## config.mk

```make
export PLATFORM = sky130hd
export DESIGN_NAME = spi_pixel_receiver_flat
export DESIGN_NICKNAME = d
export VERILOG_FILES = /design/src/rtl/hub75_pkg.sv /design/src/rtl/spi_pixel_receiver_if.sv /design/src/rtl/spi_input_sync.sv /design/src/rtl/spi_pixel_receiver.sv /design/src/flat_wrapper.sv
export SDC_FILE = /design/constraint.sdc
export NUM_CORES = 1
export LEC_CHECK = 0
export CORE_MARGIN = 2
export CORE_UTILIZATION = 25
export CTS_CLUSTER_DIAMETER = 80
export DETAILED_ROUTE_END_ITERATION = 10
export DONT_BUFFER_PORTS = 1
export PLACE_DENSITY = 0.41
export SYNTH_ARGS = -nofsm -noshare
export SYNTH_HDL_FRONTEND = slang
export SYNTH_SLANG_ARGS = --single-unit
```

## constraint.sdc

```tcl
create_clock -name clk -period 2.4 [get_ports clk]
set_input_delay 0.48 -clock clk [delete_from_list [all_inputs] [get_ports clk]]
set_output_delay 0.48 -clock clk [all_outputs]
set_load 0.1 [all_outputs]
```

## src/rtl/hub75_pkg.sv

```systemverilog
// Shared HUB75 constants and width helpers used by the SPI pixel receiver
// and the frame-buffer writer.
package hub75_pkg;

  localparam int SPI_BYTE_BITS       = 8;
  localparam int DEFAULT_SYNC_STAGES = 2;

  // Word and pixel widths derived from the channel configuration.
  typedef struct packed {
    logic [15:0] word_bits;
    logic [15:0] pixel_bits;
  } hub75_widths_t;

  // Both widths come from one place so the SPI side and the frame-buffer
  // side can never disagree about the packed pixel size.
  function automatic hub75_widths_t hub75_widths(input int channels,
                                                 input int bits_per_channel);
    hub75_widths_t w;
    w.word_bits  = 16'(SPI_BYTE_BITS * channels);
    w.pixel_bits = 16'(channels * bits_per_channel);
    return w;
  endfunction

endpackage

```

## src/rtl/spi_pixel_receiver_if.sv

```systemverilog
// Valid/ready pixel stream between the SPI receiver and the frame-buffer writer.
interface spi_pixel_receiver_if #(
  parameter int WIDTH = 16
);

  logic [WIDTH-1:0] pixel_data;
  logic             pixel_valid;
  logic             pixel_ready;

  // The producer drives data/valid and observes ready.
  modport master (
    output pixel_data,
    output pixel_valid,
    input  pixel_ready
  );

  // The consumer observes data/valid and drives ready.
  modport slave (
    input  pixel_data,
    input  pixel_valid,
    output pixel_ready
  );

endinterface

```

## src/rtl/spi_input_sync.sv

```systemverilog
// Single-bit multi-flop synchroniser for bringing raw SPI pins into clk.
module spi_input_sync
  import hub75_pkg::*;
#(
  parameter int SYNC_STAGES = DEFAULT_SYNC_STAGES
) (
  input  logic clk,
  input  logic reset_n,
  input  logic d,
  output logic q
);

  logic [SYNC_STAGES-1:0] sync_q;
  logic [SYNC_STAGES-1:0] sync_d;

  // New sample enters at bit 0; the oldest stage is the synchronised output.
  always_comb begin
    sync_d = {sync_q[SYNC_STAGES-2:0], d};
  end

  // Synchroniser chain, cleared to 0 on reset.
  always_ff @(posedge clk or negedge reset_n) begin
    if (!reset_n) begin
      sync_q <= '0;
    end else begin
      sync_q <= sync_d;
    end
  end

  assign q = sync_q[SYNC_STAGES-1];

endmodule

```

## src/rtl/spi_pixel_receiver.sv

```systemverilog
// Oversampling SPI (mode 0, MSB first) pixel receiver. Each chip-select framed
// word of CHANNELS bytes is truncated to BITS_PER_CHANNEL MSBs per byte and
// offered on a valid/ready stream through a one-entry holding register.
module spi_pixel_receiver
  import hub75_pkg::*;
#(
  parameter int CHANNELS         = 4,
  parameter int BITS_PER_CHANNEL = 4,
  parameter int SYNC_STAGES      = DEFAULT_SYNC_STAGES
) (
  input  logic                 clk,
  input  logic                 reset_n,
  input  logic                 spi_clk,
  input  logic                 spi_mosi,
  input  logic                 spi_cs_n,
  spi_pixel_receiver_if.master pix,
  output logic                 overrun,
  input  logic                 clear_overrun,
  output logic                 busy
);

  localparam hub75_widths_t WIDTHS = hub75_widths(CHANNELS, BITS_PER_CHANNEL);
  localparam int WORD_BITS  = int'(WIDTHS.word_bits);
  localparam int PIXEL_BITS = int'(WIDTHS.pixel_bits);
  localparam int CNT_W      = $clog2(WORD_BITS);
  localparam logic [CNT_W-1:0] CNT_LAST = CNT_W'(WORD_BITS - 1);

  logic sclk_s;
  logic mosi_s;
  logic cs_s;

  logic                  sclk_prev_q, sclk_prev_d;
  logic [CNT_W-1:0]      bit_cnt_q, bit_cnt_d;
  logic [WORD_BITS-2:0]  shift_q, shift_d;
  logic [PIXEL_BITS-1:0] pixel_data_q, pixel_data_d;
  logic                  pixel_valid_q, pixel_valid_d;
  logic                  overrun_q, overrun_d;

  logic                  rise;
  logic                  word_done;
  logic                  drop;
  logic [WORD_BITS-1:0]  next_word;
  logic [7:0]            byte_v;
  logic [PIXEL_BITS-1:0] packed_pixel;

  spi_input_sync #(.SYNC_STAGES(SYNC_STAGES)) u_sync_sclk (
    .clk     (clk),
    .reset_n (reset_n),
    .d       (spi_clk),
    .q       (sclk_s)
  );

  spi_input_sync #(.SYNC_STAGES(SYNC_STAGES)) u_sync_mosi (
    .clk     (clk),
    .reset_n (reset_n),
    .d       (spi_mosi),
    .q       (mosi_s)
  );

  spi_input_sync #(.SYNC_STAGES(SYNC_STAGES)) u_sync_cs (
    .clk     (clk),
    .reset_n (reset_n),
    .d       (spi_cs_n),
    .q       (cs_s)
  );

  assign rise      = sclk_s & ~sclk_prev_q;
  assign word_done = ~cs_s & rise & (bit_cnt_q == '0);
  // The completing word includes the bit arriving this cycle, so the pixel
  // can be loaded on the same edge that consumes the last bit.
  assign next_word = {shift_q, mosi_s};

  // Keep the top BITS_PER_CHANNEL bits of each byte; the first byte lands in
  // the most significant pixel field.
  always_comb begin
    packed_pixel = '0;
    byte_v       = '0;
    for (int c = 0; c < CHANNELS; c++) begin
      byte_v = next_word[WORD_BITS-1-SPI_BYTE_BITS*c -: SPI_BYTE_BITS];
      packed_pixel[(CHANNELS-c)*BITS_PER_CHANNEL-1 -: BITS_PER_CHANNEL] =
        BITS_PER_CHANNEL'(byte_v >> (SPI_BYTE_BITS - BITS_PER_CHANNEL));
    end
  end

  // Bit framing: deselect parks the counter, each SPI rise shifts one bit.
  always_comb begin
    sclk_prev_d = sclk_s;
    bit_cnt_d   = bit_cnt_q;
    shift_d     = shift_q;
    if (cs_s) begin
      bit_cnt_d = CNT_LAST;
    end else if (rise) begin
      shift_d = next_word[WORD_BITS-2:0];
      if (bit_cnt_q == '0) begin
        bit_cnt_d = CNT_LAST;
      end else begin
        bit_cnt_d = bit_cnt_q - CNT_W'(1);
      end
    end
  end

  // Holding register: a finished word is accepted if the slot is free or is
  // being emptied this cycle, otherwise it is dropped and flagged.
  always_comb begin
    pixel_data_d  = pixel_data_q;
    pixel_valid_d = pixel_valid_q;
    overrun_d     = overrun_q;
    drop          = 1'b0;
    if (word_done) begin
      if (!pixel_valid_q || pix.pixel_ready) begin
        pixel_data_d  = packed_pixel;
        pixel_valid_d = 1'b1;
      end else begin
        drop = 1'b1;
      end
    end else if (pixel_valid_q && pix.pixel_ready) begin
      pixel_valid_d = 1'b0;
    end
    if (clear_overrun) begin
      overrun_d = 1'b0;
    end
    if (drop) begin
      overrun_d = 1'b1;
    end
  end

  // All receiver state, returned to idle by the asynchronous reset.
  always_ff @(posedge clk or negedge reset_n) begin
    if (!reset_n) begin
      sclk_prev_q   <= 1'b0;
      bit_cnt_q     <= CNT_LAST;
      shift_q       <= '0;
      pixel_data_q  <= '0;
      pixel_valid_q <= 1'b0;
      overrun_q     <= 1'b0;
    end else begin
      sclk_prev_q   <= sclk_prev_d;
      bit_cnt_q     <= bit_cnt_d;
      shift_q       <= shift_d;
      pixel_data_q  <= pixel_data_d;
      pixel_valid_q <= pixel_valid_d;
      overrun_q     <= overrun_d;
    end
  end

  assign pix.pixel_data  = pixel_data_q;
  assign pix.pixel_valid = pixel_valid_q;
  assign overrun         = overrun_q;
  assign busy            = ~cs_s & (bit_cnt_q != CNT_LAST);

endmodule

```

## src/flat_wrapper.sv

```systemverilog
// flat-port wrapper written by rule: the top's interface ports become plain ports
module spi_pixel_receiver_flat import hub75_pkg::*;
#(
  parameter int CHANNELS         = 4,
  parameter int BITS_PER_CHANNEL = 4,
  parameter int SYNC_STAGES      = DEFAULT_SYNC_STAGES
)
  (clk, reset_n, spi_clk, spi_mosi, spi_cs_n, overrun, clear_overrun, busy, pix_pixel_data, pix_pixel_valid, pix_pixel_ready);
  spi_pixel_receiver_if #(.WIDTH(16)) pix_i ();
  input  logic clk;
  input  logic reset_n;
  input  logic spi_clk;
  input  logic spi_mosi;
  input  logic spi_cs_n;
  output logic overrun;
  input  logic clear_overrun;
  output logic busy;
  output wire logic [$bits(pix_i.pixel_data)-1:0] pix_pixel_data;
  output wire logic [$bits(pix_i.pixel_valid)-1:0] pix_pixel_valid;
  input wire logic [$bits(pix_i.pixel_ready)-1:0] pix_pixel_ready;
  assign pix_pixel_data = pix_i.pixel_data;
  assign pix_pixel_valid = pix_i.pixel_valid;
  assign pix_i.pixel_ready = pix_pixel_ready;
  spi_pixel_receiver #(.CHANNELS(CHANNELS), .BITS_PER_CHANNEL(BITS_PER_CHANNEL), .SYNC_STAGES(SYNC_STAGES)) u_core (.clk(clk), .reset_n(reset_n), .spi_clk(spi_clk), .spi_mosi(spi_mosi), .spi_cs_n(spi_cs_n), .pix(pix_i), .overrun(overrun), .clear_overrun(clear_overrun), .busy(busy));
endmodule
```

-- After elaboration in Yosys (flattened, before gate mapping)
Cells that the tools add are included.
- bitwise gates (word level): 6
- mux-type cells: 10
- reductions and logical operators: 10
- $add $sub $neg: 1
- equal/unequal tests: 2
- operators by type and width (cell ; count):
    5-bit 2-to-1 mux ; 3
    1-bit 2-to-1 mux ; 7
    2-bit AND reduction ; 3
    2-bit nonzero test ; 3
    5-bit zero test ; 1
    5-bit inequality test (second input constant) ; 1
    5-bit by 1-bit subtractor with 5-bit output (second input constant) ; 1
    1-bit AND ; 4
    2-bit inequality test (second input constant) ; 1
    1-bit inverter ; 2
    1-bit logical AND ; 1
    1-bit zero test ; 1
    1-bit logical OR ; 1
- input port bits: 7
- output and inout port bits: 19
- logic and storage cells: 38
- register bits after elaboration: 61

-- Logic depth before layout (Yosys ltp)
Gate-level depths: netlist of run 1.
- depth after elaboration: 6
- gate-level depth with buffers: 6
- mapped depth without buffers: 5

-- Modules after synthesis
Synthesis of run 1 repeated with hierarchy kept, for this count alone.
- cell total of the unflattened synthesis: 141
- area total of the unflattened synthesis: 2351.0 um2
- modules (own cells, without submodules) (module ; area each (um2) ; cells each ; seq. area each (um2) ; instances):
    spi_pixel_receiver ; 2200.9 ; 135 ; 1382.6 ; 1
    spi_input_sync ; 50.0 ; 2 ; 50.0 ; 3

-- Least setup slack after synthesis of run 1
OpenSTA, ideal clock, no wires.
- path type: register -> output
- start point: register u_core.bit_cnt_q[0]
- end point: output busy
- data arrival time: 2.193 ns
- buffers on the path: 0
- slack: -0.273 ns
- cell stages (with the launch flop): 3
- data required time: 1.920 ns
- path through: dfstp_2 > ha_1 > a41oi_1
- cells in the longest elaborated chain, start to end: 2
- RTL lines (what ; line ; text):
    start, declared ; spi_pixel_receiver.sv:33 ; logic [CNT_W-1:0] bit_cnt_q, bit_cnt_d;
    start signal, assigned ; spi_pixel_receiver.sv:138 ; bit_cnt_q <= bit_cnt_d;
    5-bit inequality test ; spi_pixel_receiver.sv:149 ; assign busy = ~cs_s & (bit_cnt_q != CNT_LAST);
    1-bit AND ; spi_pixel_receiver.sv:149 ;
    end, declared ; flat_wrapper.sv:17 ; output logic busy;
Every way passes these cells.

-- Worst setup path in the final report of run 1
Ends and elaborated chain as after synthesis.

==> results of run 1 <==
worst max-delay path: stages, from the launching register on:
cell and delay (ns):
dfstp_2 0.56, ha_1 0.17, a41oi_2 0.10, buf_4 0.25
final cells by class:
cell class / instances / area [sq um] / share of cell area, %
Clock buffer: 10 / 138 / 5.00
Clock inverter: 6 / 37.5 / 1.36
Inverter: 4 / 15.0 / 0.546
Multi-Input combinational cell: 75 / 810 / 29.4
Sequential cell: 61 / 1530 / 55.7
Tap cell: 129 / 161 / 5.87
Timing Repair Buffer: 5 / 57.6 / 2.09
power breakdown:
part / internal, mW / switching, mW / total (mW)
combinational: 0.0668 / 0.0535 / 0.120
sequential: 1.10 / 0.0437 / 1.15
clock: 0.400 / 0.397 / 0.796
what timing repair did:
action                     in CTS  in global routing
hold endpoints to repair       61                  0
hold buffers                    1                  0
setup buffers                   0                  0
setup endpoints to repair       0                  0
worst paths after layout:
path,to,slack (ns)
max,busy,0.50
min,u_core.shift_q[0],-0.005
max reg2reg,u_core.pix.pixel_data[6],0.57
min reg2reg,u_core.u_sync_cs.sync_q[1],0.35
max in group asynchronous,u_core.bit_cnt_q[2],2.08
min in group clk,u_core.u_sync_mosi.sync_q[0],0.17
flip-flops by register name, indices dropped and copies added (netlist names):
| register | cells |
|---|---|
| u_core.overrun | 1 |
| u_core.u_sync_sclk.sync_q | 2 |
| u_core.shift_q | 31 |
| u_core.sclk_prev_q | 1 |
| u_core.u_sync_cs.sync_q | 2 |
| u_core.bit_cnt_q | 5 |
| u_core.pix.pixel_data | 16 |
| u_core.pix.pixel_valid | 1 |
| u_core.u_sync_mosi.sync_q | 2 |
layout by cell type, fill, tap and decap left out, types with 2 or more instances in the layout:
master / instances
dfrtp_1: 56
mux2_2: 37
mux2_4: 10
clkbuf_8: 10
dfstp_2: 5
inv_1: 4
clkinv_2: 4
buf_4: 4
nand2b_1: 2
nor2_1: 2
and3_1: 2
o21bai_1: 2
nand2_1: 2
ha_1: 2
per-layer routing:
layer / track usage, % / up-vias / part of all wire, %
li1: - / 540 / -
met1: 9.78 / 598 / 44
met2: 12.9 / 26 / 46
met3: 3.11 / 12 / 5.7
met4: 6.65 / 0 / 3.8
met5: 0 / - / 0
logic make-up (layout without fill, tap and decap cells):
family,Yosys count,after routing
compound gates,7,7
fa+ha+maj,2,2
buf+inv,8,25
xor+xnor,1,1
flops,61,61
simple gates,18,18
mux,47,47
through the flow:
step,hold slack [ns],instances,area (sq um),power (mW)
after global routing,0.00198,290,2750,2.18
after floorplan,0.184,144,2380,1.24
after CTS,0.00419,290,2750,2.11
after global placement,0.186,273,2550,1.25
after detailed placement,0.186,273,2550,1.26
final,-0.00452,290,2750,2.06
==> flow_summary_export.csv, run 1 <==
group,metric,value,unit
run_status,status,"finished with violations",
run_status,failed_checks,"negative hold slack",
synthesis,synthTopCellsByArea,"dfrtp_1 59%, mux2_2 18%, mux2_4 6.3%, dfstp_2 5.5%, ha_1 1.1%",
power_and_ir_drop,vdd.ir_drop.worst,0.000348,V
timing,setup_viol,0,
floorplan,die_h,101,microns
worst_setup_path,cp_max_fo,5,
hold_path,hp-class,"in -> async",
job,drv_cap,0,
placed_design,dp_slack,0.573,ns
route,wire_per_inst,13.1,microns
route,drtIter0Drc,41,
clocking,ctsResizeCount,0,
grt,grt_overflow,0,
synthesis,synthAdderAreaFrac,1.05,%
synthesis,synth_ff_type,"dfrtp_1",
clocking,clk_pin_slew,0.07,ns
synthesis,synthArstFlopShare,100,%
timing,tns,0,ns
synthesis,syn_inst,144,
clocking,clk_latency,0.34,ns
timing,relSlewSlack,38.6,%
worst_setup_path,cp_data_arrival_time,1.42,ns
route,wirelength,3810,microns
placed_design,gp_congestion,0.810,
clocking,cts_buffers,9,
synthesis,synth_edf_count,0,
placed_design,io_buffers,0,
floorplan,die_area,10300,sq um
timing,finClkSkew,0.00728,ns
timing,period_minus_slack,1.90,ns
timing,min_period_over_period,79.2,%
timing,drv_slew,0,
layout,syn_to_final_growth,15.8,%
grt,grt_pass1_wl,6570,microns
timing,worstMarginPinSlew,0.921,ns
synthesis,synth.top_cells.by_count,"56 x dfrtp_1, 37 x mux2_2, 10 x mux2_4",
synthesis,seq_area_frac_synth,64.5,%
layout,fin_nets,165,
layout,nFillCells,917,
timing,hold_violations,4,
grt,antenna_found_initial,0,
clocking,cts_root_buf,"clkbuf_8",
route,via_per_inst,4.06,
synthesis,synth-simple-area-share,6.32,%
synthesis,synth_cell_types,29,
route,dr.pass1.iters,2,
floorplan,ios,26,
synthesis,synth_area_leader_cell,"dfrtp_1",
grt,grtUsageTotal,8.54,%
route,postRouteAntennaNets,0,
route,dr_total_vias,1176,
worst_setup_path,cp-startpoint,"u_core.bit_cnt_q[0]",
synthesis,yosysWarnings,0,
worst_setup_path,reg2reg_depth,5,
floorplan,start_util,25.7,%
route,drcViolationCount,0,
layout,utilization,29.8,%
timing,holdWs,-0.00452,ns
worst_setup_path,path_class,"reg -> out",
worst_setup_path,r2r-start,"u_core.bit_cnt_q[0]",
grt,grt_pass1_vias,1353,
worst_setup_path,worstPathRequired,1.92,ns
synthesis,yosysMostFrequentCell,"dfrtp_1",
clocking,cts_tree,"yes",
floorplan,row_count,35,
synthesis,synthXorXnorAreaFrac,0.369,%
synthesis,synth_nets,153,
layout,diodes,0,
floorplan,core_area,9240,sq um
timing,rsz0062_at_grt,"no",
floorplan,die_w,101,microns
synthesis,syn_area,2380,sq um
timing,setup_ws,0.500,ns
synthesis,avgSynthCellArea,16.5,sq um
grt,grt_max_degree,62,
clocking,clk_path_buf_depth,2,
synthesis,synth_top_family_by_area,"multiplexers",
synthesis,synth-compound-area-share,2.16,%
power_and_ir_drop,p_leak,1.35,nW
synthesis,ys_seq_elements,61,
clocking,clock-sinks,61,
worst_setup_path,startpoint_type,"flip-flop",
synthesis,synthMuxAreaShare,23.9,%
timing,max_clock_freq,526,MHz
clocking,h-tree-depth,3,
synthesis,synth_top_area_share,59.0,%
worst_setup_path,endpoint_kind,"output port",
placed_design,dp_hpwl,2410,microns
layout,drive_gt1_share,49.1,%
power_and_ir_drop,cellPowerDensity,749,nW/um^2
No activity file was read; power rests on OpenSTA's default activity.
==> run 2, diff against run 1 <==
- clock period: 2.4 -> 1.9 ns (I/O delays scaled with it)
==> run 2 against run 1 <==
Compared with the run above: highest routed layer unchanged; die area is the same; clock skew is essentially flat; routed wire length grew 2.5%; critical path depth is the same; clock-buffer cell count grew 1; the run now ends clean; largest power group unchanged; critical path type unchanged.
==> flow_summary_export.csv, run 2 (synthesis gave the netlist of run 1 again) <==
group,metric,value,unit
route,wirelength,3900,microns
route,dr.pass1.iters,4,
power_and_ir_drop,p_leak,1.36,nW
timing,rsz0062_at_grt,"no",
grt,grt_max_degree,62,
clocking,cts_buffers,9,
grt,grt_overflow,0,
worst_setup_path,endpoint_kind,"output port",
floorplan,ios,26,
floorplan,start_util,25.7,%
placed_design,io_buffers,0,
timing,hold_violations,0,
placed_design,gp_congestion,0.828,
route,dr_total_vias,1194,
clocking,cts_tree,"yes",
placed_design,dp_hpwl,2390,microns
layout,mostFrequentLayoutCell,"dfrtp_1",
clocking,clk_path_buf_depth,2,
clocking,cts_root_buf,"clkbuf_8",
grt,antenna_found_initial,0,
route,postRouteAntennaNets,0,
clocking,clk_pin_slew,0.07,ns
worst_setup_path,path_delay_family,"flip-flops",
floorplan,die_w,101,microns
worst_setup_path,cp_data_arrival_time,1.44,ns
timing,period_minus_slack,1.82,ns
worst_setup_path,worstPathRequired,1.52,ns
route,drcViolationCount,0,
timing,min_period_over_period,95.8,%
layout,multiInputGateArea,810,sq um
clocking,clock-sinks,61,
floorplan,row_count,35,
timing,worstMarginPinSlew,0.916,ns
worst_setup_path,startpoint_type,"flip-flop",
worst_setup_path,crit_slowest_cell,"dfstp_2",
layout,syn_to_final_growth,17.8,%
layout,seq_area,1530,sq um
layout,largest_reg_flops,31,
placed_design,dp_slack,0.100,ns
worst_setup_path,critPathBufInv,1,
layout,fin_nets,166,
layout,diodes,0,
power_and_ir_drop,cellPowerDensity,985,nW/um^2
job,drv_cap,0,
timing,holdWs,0.0754,ns
hold_path,hp-class,"in -> reg",
worst_setup_path,cp_max_fo,5,
route,wire_per_inst,13.5,microns
route,drtIter0Drc,66,
layout,regMostFlops,"u_core.shift_q",
floorplan,die_h,101,microns
timing,relSlewSlack,38.9,%
clocking,h-tree-depth,3,
timing,drv_slew,0,
floorplan,die_area,10300,sq um
worst_setup_path,path_class,"reg -> out",
grt,grtUsageTotal,8.62,%
floorplan,core_area,9240,sq um
clocking,post_cts_buffers,0,
timing,max_clock_freq,549,MHz
timing,finClkSkew,0.00681,ns
layout,nFillCells,913,
worst_setup_path,slowest_delay,0.57,ns
layout,layout_common_cells,"55 x dfrtp_1, 37 x mux2_2, 11 x clkbuf_8, 10 x mux2_4, 5 x dfstp_2",
timing,tns,0,ns
timing,setup_ws,0.0798,ns
run_status,status,"completed",
layout,drive_gt1_share,49.1,%
timing,setup_viol,0,
clocking,clk_latency,0.33,ns
grt,grt_pass1_wl,6600,microns
power_and_ir_drop,vdd.ir_drop.worst,0.000461,V
grt,grt_pass1_vias,1323,
worst_setup_path,path_cells,"ha_1 > a41oi_2 > buf_4",
route,via_per_inst,4.12,
-- run 2: timing repair --
item	CTS	global route
endpoints found under the setup margin	0	0
hold endpoints to repair	61	0
gates resized for setup	0	0
hold buffers	2	0
-- run 2: routing by layer --
metal / share of wire (%) / GRT usage, %
met5: 0 / 0
met4: 2.4 / 4.16
met3: 8.4 / 5.52
met2: 47 / 13.0
met1: 42 / 9.45
-- run 2: worst paths after layout --
check	startpoint	to	slack [ns]	cells past startpoint
setup / recovery	u_core.bit_cnt_q[0]	busy	0.08	3
min in group asynchronous	reset_n	u_core.shift_q[27]	0.59	2
hold reg to reg	u_core.u_sync_cs.sync_q[0]	u_core.u_sync_cs.sync_q[1]	0.35	0
setup reg to reg	u_core.bit_cnt_q[0]	u_core.pix.pixel_data[12]	0.11	5
max in group asynchronous	reset_n	u_core.bit_cnt_q[0]	1.00	2
hold / removal	spi_cs_n	u_core.u_sync_cs.sync_q[0]	0.08	0
-- run 2: area by class of cell --
type,instances,share of cell area (%)
inverters,4,0.536
well taps,129,5.77
multi-input cells,75,28.9
repair buffers,6,2.86
clock buffers,11,5.41
flip-flops and latches,61,54.8
clock inverters,4,1.70
-- run 2: worst reg2reg max path: stages, from the launching register on --
cell and delay, ns:
dfstp_2 0.39, inv_1 0.06, ha_1 0.18, nor4b_4 0.31
nand3_4 0.33, mux2_4 0.39
-- run 2: power breakdown --
part	switching (mW)	internal, mW
clock network	0.487	0.665
registers	0.0567	1.39
logic	0.0690	0.0874
-- run 2: metrics by stage --
step           total power, mW  cells  util (%)  instance area [sq um]
3_5_place_dp              1.60    273      27.7                   2560
5_1_grt                   2.90    290      30.3                   2800
6_report                  2.76    290      30.3                   2800
3_3_place_gp              1.59    273      27.7                   2560
4_1_cts                   2.81    290      30.3                   2800
2_1_floorplan             1.56    144         -                   2380
